--- src/rtl/i2s_capture_fifo.sv ---
// Capture FIFO between the I2S receive path and the track store engine:
// one sample per rising word-select edge, FWFT valid/ready read side, sticky overflow.
module i2s_capture_fifo #(
    parameter int WORD_WIDTH  = 8,
    parameter int DEPTH       = 16,
    parameter int COUNT_WIDTH = 24
) (
    input  logic                       clk,
    input  logic                       rst,
    input  logic                       rec_en,
    input  logic                       flush,
    input  logic                       ws_in,
    input  logic [WORD_WIDTH-1:0]      sample_in,
    output logic [WORD_WIDTH-1:0]      dout,
    output logic                       dout_valid,
    input  logic                       dout_ready,
    output logic [$clog2(DEPTH):0]     level,
    output logic                       overflow,
    output logic [COUNT_WIDTH-1:0]     sample_count
);

    localparam int PTR_W = $clog2(DEPTH);
    localparam int LVL_W = PTR_W + 1;
    localparam logic [LVL_W-1:0] FULL_LEVEL = LVL_W'(DEPTH);

    logic [WORD_WIDTH-1:0]  mem [DEPTH];

    logic                   wsSync1_q, wsSync2_q, wsSync3_q;
    logic [PTR_W-1:0]       wrPtr_q, wrPtr_d;
    logic [PTR_W-1:0]       rdPtr_q, rdPtr_d;
    logic [LVL_W-1:0]       level_q, level_d;
    logic                   overflow_q, overflow_d;
    logic [COUNT_WIDTH-1:0] count_q, count_d;

    logic wsEdge, wrReq, popReq, isFull, doWrite, doDrop;

    // Synchronizer is deliberately untouched by flush so an edge in flight survives it.
    always_ff @(posedge clk) begin
        if (rst) begin
            wsSync1_q <= 1'b0;
            wsSync2_q <= 1'b0;
            wsSync3_q <= 1'b0;
        end else begin
            wsSync1_q <= ws_in;
            wsSync2_q <= wsSync1_q;
            wsSync3_q <= wsSync2_q;
        end
    end

    assign wsEdge  = wsSync2_q & ~wsSync3_q;
    assign wrReq   = wsEdge & rec_en;
    assign popReq  = dout_valid & dout_ready;
    assign isFull  = (level_q == FULL_LEVEL);
    assign doWrite = wrReq & (~isFull | popReq);
    assign doDrop  = wrReq & isFull & ~popReq;

    always_comb begin
        wrPtr_d    = wrPtr_q;
        rdPtr_d    = rdPtr_q;
        level_d    = level_q;
        overflow_d = overflow_q;
        count_d    = count_q;
        if (flush) begin
            wrPtr_d    = '0;
            rdPtr_d    = '0;
            level_d    = '0;
            overflow_d = 1'b0;
            count_d    = '0;
        end else begin
            if (doWrite) begin
                wrPtr_d = wrPtr_q + 1'b1;
                if (count_q != '1) begin
                    count_d = count_q + 1'b1;
                end
            end
            if (popReq) begin
                rdPtr_d = rdPtr_q + 1'b1;
            end
            if (doWrite && !popReq) begin
                level_d = level_q + 1'b1;
            end else if (!doWrite && popReq) begin
                level_d = level_q - 1'b1;
            end
            if (doDrop) begin
                overflow_d = 1'b1;
            end
        end
    end

    always_ff @(posedge clk) begin
        if (rst) begin
            wrPtr_q    <= '0;
            rdPtr_q    <= '0;
            level_q    <= '0;
            overflow_q <= 1'b0;
            count_q    <= '0;
        end else begin
            wrPtr_q    <= wrPtr_d;
            rdPtr_q    <= rdPtr_d;
            level_q    <= level_d;
            overflow_q <= overflow_d;
            count_q    <= count_d;
        end
    end

    // Storage has no reset; validity is carried entirely by level.
    always_ff @(posedge clk) begin
        if (!rst && !flush && doWrite) begin
            mem[wrPtr_q] <= sample_in;
        end
    end

    assign dout         = mem[rdPtr_q];
    assign dout_valid   = (level_q != '0);
    assign level        = level_q;
    assign overflow     = overflow_q;
    assign sample_count = count_q;

endmodule
--- config.mk ---
export PLATFORM = sky130hd
export DESIGN_NAME = i2s_capture_fifo
export DESIGN_NICKNAME = d
export VERILOG_FILES = /design/src/rtl/i2s_capture_fifo.sv
export SDC_FILE = /design/constraint.sdc
export NUM_CORES = 1
export LEC_CHECK = 0
export CORE_ASPECT_RATIO = 1.75
export CORE_UTILIZATION = 30
export CTS_CLUSTER_DIAMETER = 150
export DETAILED_ROUTE_END_ITERATION = 12
export SLEW_MARGIN = 20
export SYNTH_ARGS = -nofsm -noshare
export SYNTH_HDL_FRONTEND = slang
export SYNTH_SLANG_ARGS = --single-unit
--- constraint.sdc ---
create_clock -name clk -period 2.6 [get_ports clk]
set_clock_uncertainty 0.05 [all_clocks]
set_input_delay 0.52 -clock clk [delete_from_list [all_inputs] [get_ports clk]]
set_output_delay 0.52 -clock clk [all_outputs]
set_load 0.02 [all_outputs]
==> run summary, run 1 <==
Status - finished, violations left
Failing checks - setup timing
Layout fillers - 2128
Crit path DAT - 2.24 ns
DP Worst Slack - -0.300 ns
Antenna viol nets, final - 0
Yosys reg bits - 173
Total number of yosys warnings - 0
DR vias/cell - 4.85
# hold bufs at CTS - 0
Asr flop ratio synth - 0
Post-synthesis cell type count - 49
Syn nets - 466
Actual slew at the worst max-slew pin - 0.758 ns
Core area - 22800 um^2
Hold path depth - 1
Drt wl/cell - 18.0 um
Max-cap violations - 0
Fin util - 0.393
CP endpoint kind - output pin
Max rail drop VDD - 376 uV
Largest net degree at the start of global routing - 33
Die H - 204 um
Clk_lat worst skew - 0.42 ns
# rows - 73
Synthesized netlist cell count - 440
DRT iter0 DRCs - 197
Non-Filler Instances - 862
Diodes inserted - 0
Max-slew violation count - 0
Post-DP HPWL - 10400 um
GR Util All Layers - 0.138
Starting Density - 0.307
Remaining global-route overflow - 0
Worst-path clk slew - 0.06 ns
PortBufs - 52
Die area - 24000 um^2
Clk buf depth - 2
DRT Pass-1 Iters - 4
Critical path type - reg2out
R2R depth - 11
Power density over cell area - 653 nW/um^2
Synth Cell Area - 7020 um^2
Maximum fanout along the worst path - 6
Leak Pwr - 2.89 nW
Final Worst Setup Slack - -0.211 ns
Vias in the first global route - 4467
Setup violators final - 9
Via count - 4178
Total clock sinks - 173
Gpl congestion - 0.823
Die width - 118 um
CTS tree - done
Rel. slew slack - 0.492
Post-synth top flop - edfxtp_1
CTS buffer count - 17
Share of the synthesized area in the top cell type - 0.547
DR DRC count - 0
Fin nets - 575
Worst Hold Class - reg2reg
Min cycle time layout - 2.81 ns
Final Cycle Share - 1.08
Final wirelength - 15600 um
Placed Cells - 819
Avg Cell Area, Syn - 16.0 um^2
Area contributors post-synth - edfxtp_1 55%, dfxtp_1 13%, mux4_2 13%
First-pass GRT wire length - 24800 um
Cell taking the most area after synthesis - edfxtp_1
Hold Vio Cnt, Final - 0
I/O Pins - 53
Sum Neg Setup Slack - -1.52 ns
RSZ-0062 raised after global routing - true
Seq/Total Area, Yosys - 0.676
Share of post-route cells with drive strength above 1 - 0.285
Worst EP required - 2.03 ns
FMAX - 356 MHz
Area Growth Syn to Fin - 27.7%
Number of synthesized flops with an enable pin - 128
Hold Worst Slack - 0.403 ns
Design area - 8960 um^2
Clock Root Buffer - clkbuf_16
Final total power - 5.85 mW
CTS H-tree depth - 4
Initial antenna violation count - 0
Cell Area, Placed - 8220 um^2
Startpoint types - flop
[layer usage]
| metal | vias to the layer above | global-route usage | part of all wire |
|---|---|---|---|
| met5 | - | 0 | 0 |
| met3 | 25 | 0.0287 | 0.037 |
| li1 | 1935 | - | - |
| met2 | 107 | 0.257 | 0.55 |
| met4 | 0 | 0.0646 | 0.026 |
| met1 | 2111 | 0.147 | 0.39 |
[what timing repair did]
item                                    in CTS  in global routing
resized for setup                           58                  1
gates cloned                                 1                  0
pin swaps                                    5                  5
endpoints found under the setup margin      10                 11
buffers inserted                            14                  2
[path summary, 6_finish.rpt]
check / start / to / slack (ns)
worst min-delay path: wsSync1_q / wsSync2_q / 0.40
worst max register to register: level[1] / level[4] / -0.07
worst min register to register: wsSync1_q / wsSync2_q / 0.40
worst max-delay path: flop / dout[4] / -0.21
[synth_stat cells (2+ instances only)]
master / n
edfxtp_1: 128
dfxtp_1: 45
mux4_2: 40
nor2_1: 39
nand2_1: 27
a21oi_1: 18
ha_1: 11
clkbuf_1: 10
inv_1: 8
nand3_1: 8
o21ai_0: 8
xor2_1: 8
nand4_1: 7
or3_1: 6
xnor2_1: 6
and3_1: 5
mux2i_1: 5
nor3_1: 5
nand2b_1: 4
nor2b_1: 4
or3_2: 4
or4_1: 4
and4_1: 3
buf_1: 3
buf_2: 3
o31ai_1: 3
or2_2: 3
o211ai_1: 2
o21a_1: 2
o41ai_1: 2
[cell usage in the layout (no fill, tap or decap), types with 8 or more instances in the layout]
cell type        synthesis  layout
a21oi_1                 18      16
dfxtp_1                 45      42
o21ai_0                  8       8
nand3_1                  8       8
mux4_2                  40      40
nor2_1                  39      39
clkdlybuf4s50_1          0      42
clkbuf_16                0      17
edfxtp_1               128     128
nand2_1                 27      26
buf_4                    0      48
xor2_1                   8       8
[sequential cells by signal, indices dropped and copies added, names as in the netlist, named ones only]
signal / cells
sample_count: 24
level: 5
overflow: 1
wsSync1_q: 1
wsSync3_q: 1
mem: 128
rdPtr_q: 4
wrPtr_q: 4
wsSync2_q: 1
[final cells by class]
| class | instances | area [um^2] | share of cell area |
|---|---|---|---|
| sequential | 173 | 4750 | 0.530 |
| tap | 300 | 375 | 0.0419 |
| clock inverter | 14 | 156 | 0.0174 |
| clock buffer | 18 | 429 | 0.0479 |
| multi-input combinational | 241 | 2220 | 0.248 |
| inverter | 9 | 36.3 | 0.00405 |
| timing repair buffer | 107 | 990 | 0.110 |
[cells by family (layout without fill, tap and decap cells)]
family	count (synthesis)	count (layout)	synth area share
adders and majority gates	12	12	0.0225
DFF	173	173	0.676
buffers and inverters	26	148	0.0159
muxes	45	45	0.135
and+or+nand+nor	123	123	0.0880
AOI/OAI and AO/OA	47	47	0.0449
xor gates and xnor gates	14	14	0.0175
[report_power, final]
group          leakage [nW]  internal [mW]  switching [mW]
logic                  1.10          0.191           0.172
registers              1.52           2.97          0.0101
clock network         0.280           1.43            1.08
total                  2.89           4.59            1.26
[worst max-delay path: stages (launching register included)]
cell,delay (ns)
dfxtp_4,0.43
buf_8,0.16
mux4_2,0.57
mux4_2,0.51
buf_6,0.15
Power figures use the tool's default switching activity.
==> inputs of run 2 (changes only) <==
--- a/config.mk
+++ b/config.mk
@@ -8,6 +8,7 @@
 export CORE_ASPECT_RATIO = 1.75
 export CORE_UTILIZATION = 30
 export CTS_CLUSTER_DIAMETER = 150
+export CTS_CLUSTER_SIZE = 8
 export DETAILED_ROUTE_END_ITERATION = 12
 export SLEW_MARGIN = 20
 export SYNTH_ARGS = -nofsm -noshare
==> constraint.sdc (replaced) <==
create_clock -name clk -period 2.6 [get_ports clk]
set_clock_uncertainty 0.05 [all_clocks]
set_input_delay 0.65 -clock clk [delete_from_list [all_inputs] [get_ports clk]]
set_output_delay 0.65 -clock clk [all_outputs]
set_load 0.02 [all_outputs]
==> run 2 against run 1 <==
Compared with the run above:
- the run still ends with setup timing left
- fmax shrank 3.5%
- worst hold slack worse by 0.010 ns
- critical path depth stayed put
- first-iteration DRC count rose by 19%
- global-route usage fell by 0.35 points
- via count about the same
- sequential power is essentially flat
- largest power group unchanged
==> run summary, run 2 (synthesized netlist as in run 1, its figures left out) <==
Status - finished, violations left
Failing checks - setup timing
Net Sw Frac - 0.221
Seq pwr share - 0.503
Die H - 204 um
First-pass GRT wire length - 24200 um
CTS H-tree depth - 4
Starting Density - 0.307
DR vias/cell - 4.87
Startpoint types - flop
Post-DP HPWL - 10300 um
Final wirelength - 15200 um
Drt wl/cell - 17.7 um
Power density over cell area - 660 nW/um^2
Vias in the first global route - 4490
Largest net degree at the start of global routing - 33
Combinational share of power - 0.059
DRT Pass-1 Iters - 4
Final Cycle Share - 1.12
Clk buf depth - 2
FMAX - 343 MHz
Clk_lat worst skew - 0.43 ns
Gpl congestion - 0.828
Leak Pwr - 2.88 nW
Max rail drop VDD - 299 uV
Clock share of power - 0.438
Design area - 8960 um^2
Fin nets - 570
Max-cap violations - 0
Final Worst Setup Slack - -0.313 ns
Worst Hold Class - reg2reg
Area Growth Syn to Fin - 27.7%
Antenna viol nets, final - 0
Worst EP required - 1.90 ns
Psw - 1.31 mW
Total clock sinks - 173
Hold Vio Cnt, Final - 0
Die area - 24000 um^2
Max-slew violation count - 0
Critical path type - reg2out
Non-Filler Instances - 857
Rel. slew slack - 0.506
DP Worst Slack - -0.426 ns
Actual slew at the worst max-slew pin - 0.736 ns
CP endpoint kind - output pin
Crit path DAT - 2.21 ns
PortBufs - 52
DRT iter0 DRCs - 235
Maximum fanout along the worst path - 6
Remaining global-route overflow - 0
Clock Root Buffer - clkbuf_16
Most frequent cells in the layout - 128 x edfxtp_1, 43 x clkdlybuf4s50_1, 43 x buf_4
Die width - 118 um
# rows - 73
# hold bufs at CTS - 0
Worst-path clk slew - 0.07 ns
Reg with most FFs - mem
Core area - 22800 um^2
CTS buffer count - 17
Placed Cells - 822
P_int - 4.60 mW
Share of post-route cells with drive strength above 1 - 0.278
Sum Neg Setup Slack - -2.39 ns
Most common cell after layout, fill and taps aside - edfxtp_1
CTS tree - done
Cell Area, Placed - 8250 um^2
Layout fillers - 2184
DR DRC count - 0
Min cycle time layout - 2.91 ns
I/O Pins - 53
Max FFs per register - 128
GR Util All Layers - 0.135
Setup violators final - 9
Initial antenna violation count - 0
RSZ-0062 raised after global routing - true
Diodes inserted - 0
Final total power - 5.91 mW
Via count - 4175
-- run 2: cell types whose count changed in the layout (fill, tap and decap cells not counted), sizes merged --
cell / previous run / this run
buf: 63 / 59
inv: 14 / 17
clkinv: 4 / 2
dlygate4sd2: 2 / 0
clkdlybuf4s50: 42 / 43
clkinvlp: 3 / 2
-- run 2: area by class of cell --
| class | instances | area [um^2] | area share |
|---|---|---|---|
| Tap cell | 300 | 375 | 0.0419 |
| Inverter | 9 | 36.3 | 0.00405 |
| Multi-Input combinational cell | 241 | 2220 | 0.248 |
| Sequential cell | 173 | 4750 | 0.530 |
| Timing Repair Buffer | 102 | 973 | 0.109 |
| Clock buffer | 18 | 429 | 0.0479 |
| Clock inverter | 14 | 173 | 0.0193 |
-- run 2: path summary, 6_finish.rpt --
kind	slack (ns)	to	depth (start not counted)	startpoint
worst max-delay path	-0.31	dout[3]	4	flop
worst min register to register	0.39	wsSync2_q	1	wsSync1_q
worst max register to register	-0.06	level[4]	11	level[1]
worst min-delay path	0.39	wsSync2_q	1	wsSync1_q
-- run 2: critical path, cell delays in order (launching register included) --
cell and delay (ns):
dfxtp_4 0.43, buf_8 0.16, mux4_2 0.56, mux4_2 0.50, buf_6 0.15
-- run 2: through the flow --
stage	utilization	hold slack [ns]
after CTS	0.391	0.395
after global placement	0.361	0.389
after detailed placement	0.361	0.383
after floorplan	-	0.364
after global routing	0.393	0.419
final	0.393	0.393
-- run 2: power by group through the flow --
stage	clock network, mW	logic, mW	registers (mW)
after floorplan	0	0.163	3.04
after global placement	0	0.314	3.04
after detailed placement	0	0.318	3.04
after CTS	2.63	0.336	2.98
after global routing	2.73	0.376	2.98
final	2.59	0.347	2.98
-- run 2: layer usage --
layer,GRT usage,part of all wire,up-vias
met5,0,0,-
met4,0.0701,0.027,0
met3,0.0273,0.042,28
met2,0.253,0.55,116
met1,0.139,0.38,2102
li1,-,-,1929
-- run 2: repair_timing --
item	in CTS	in global routing
endpoints found under the hold margin	0	0
setup buffers	2	0
resized for setup	56	9
gates cloned	1	0
setup endpoints to repair	10	11
pin swaps	2	1
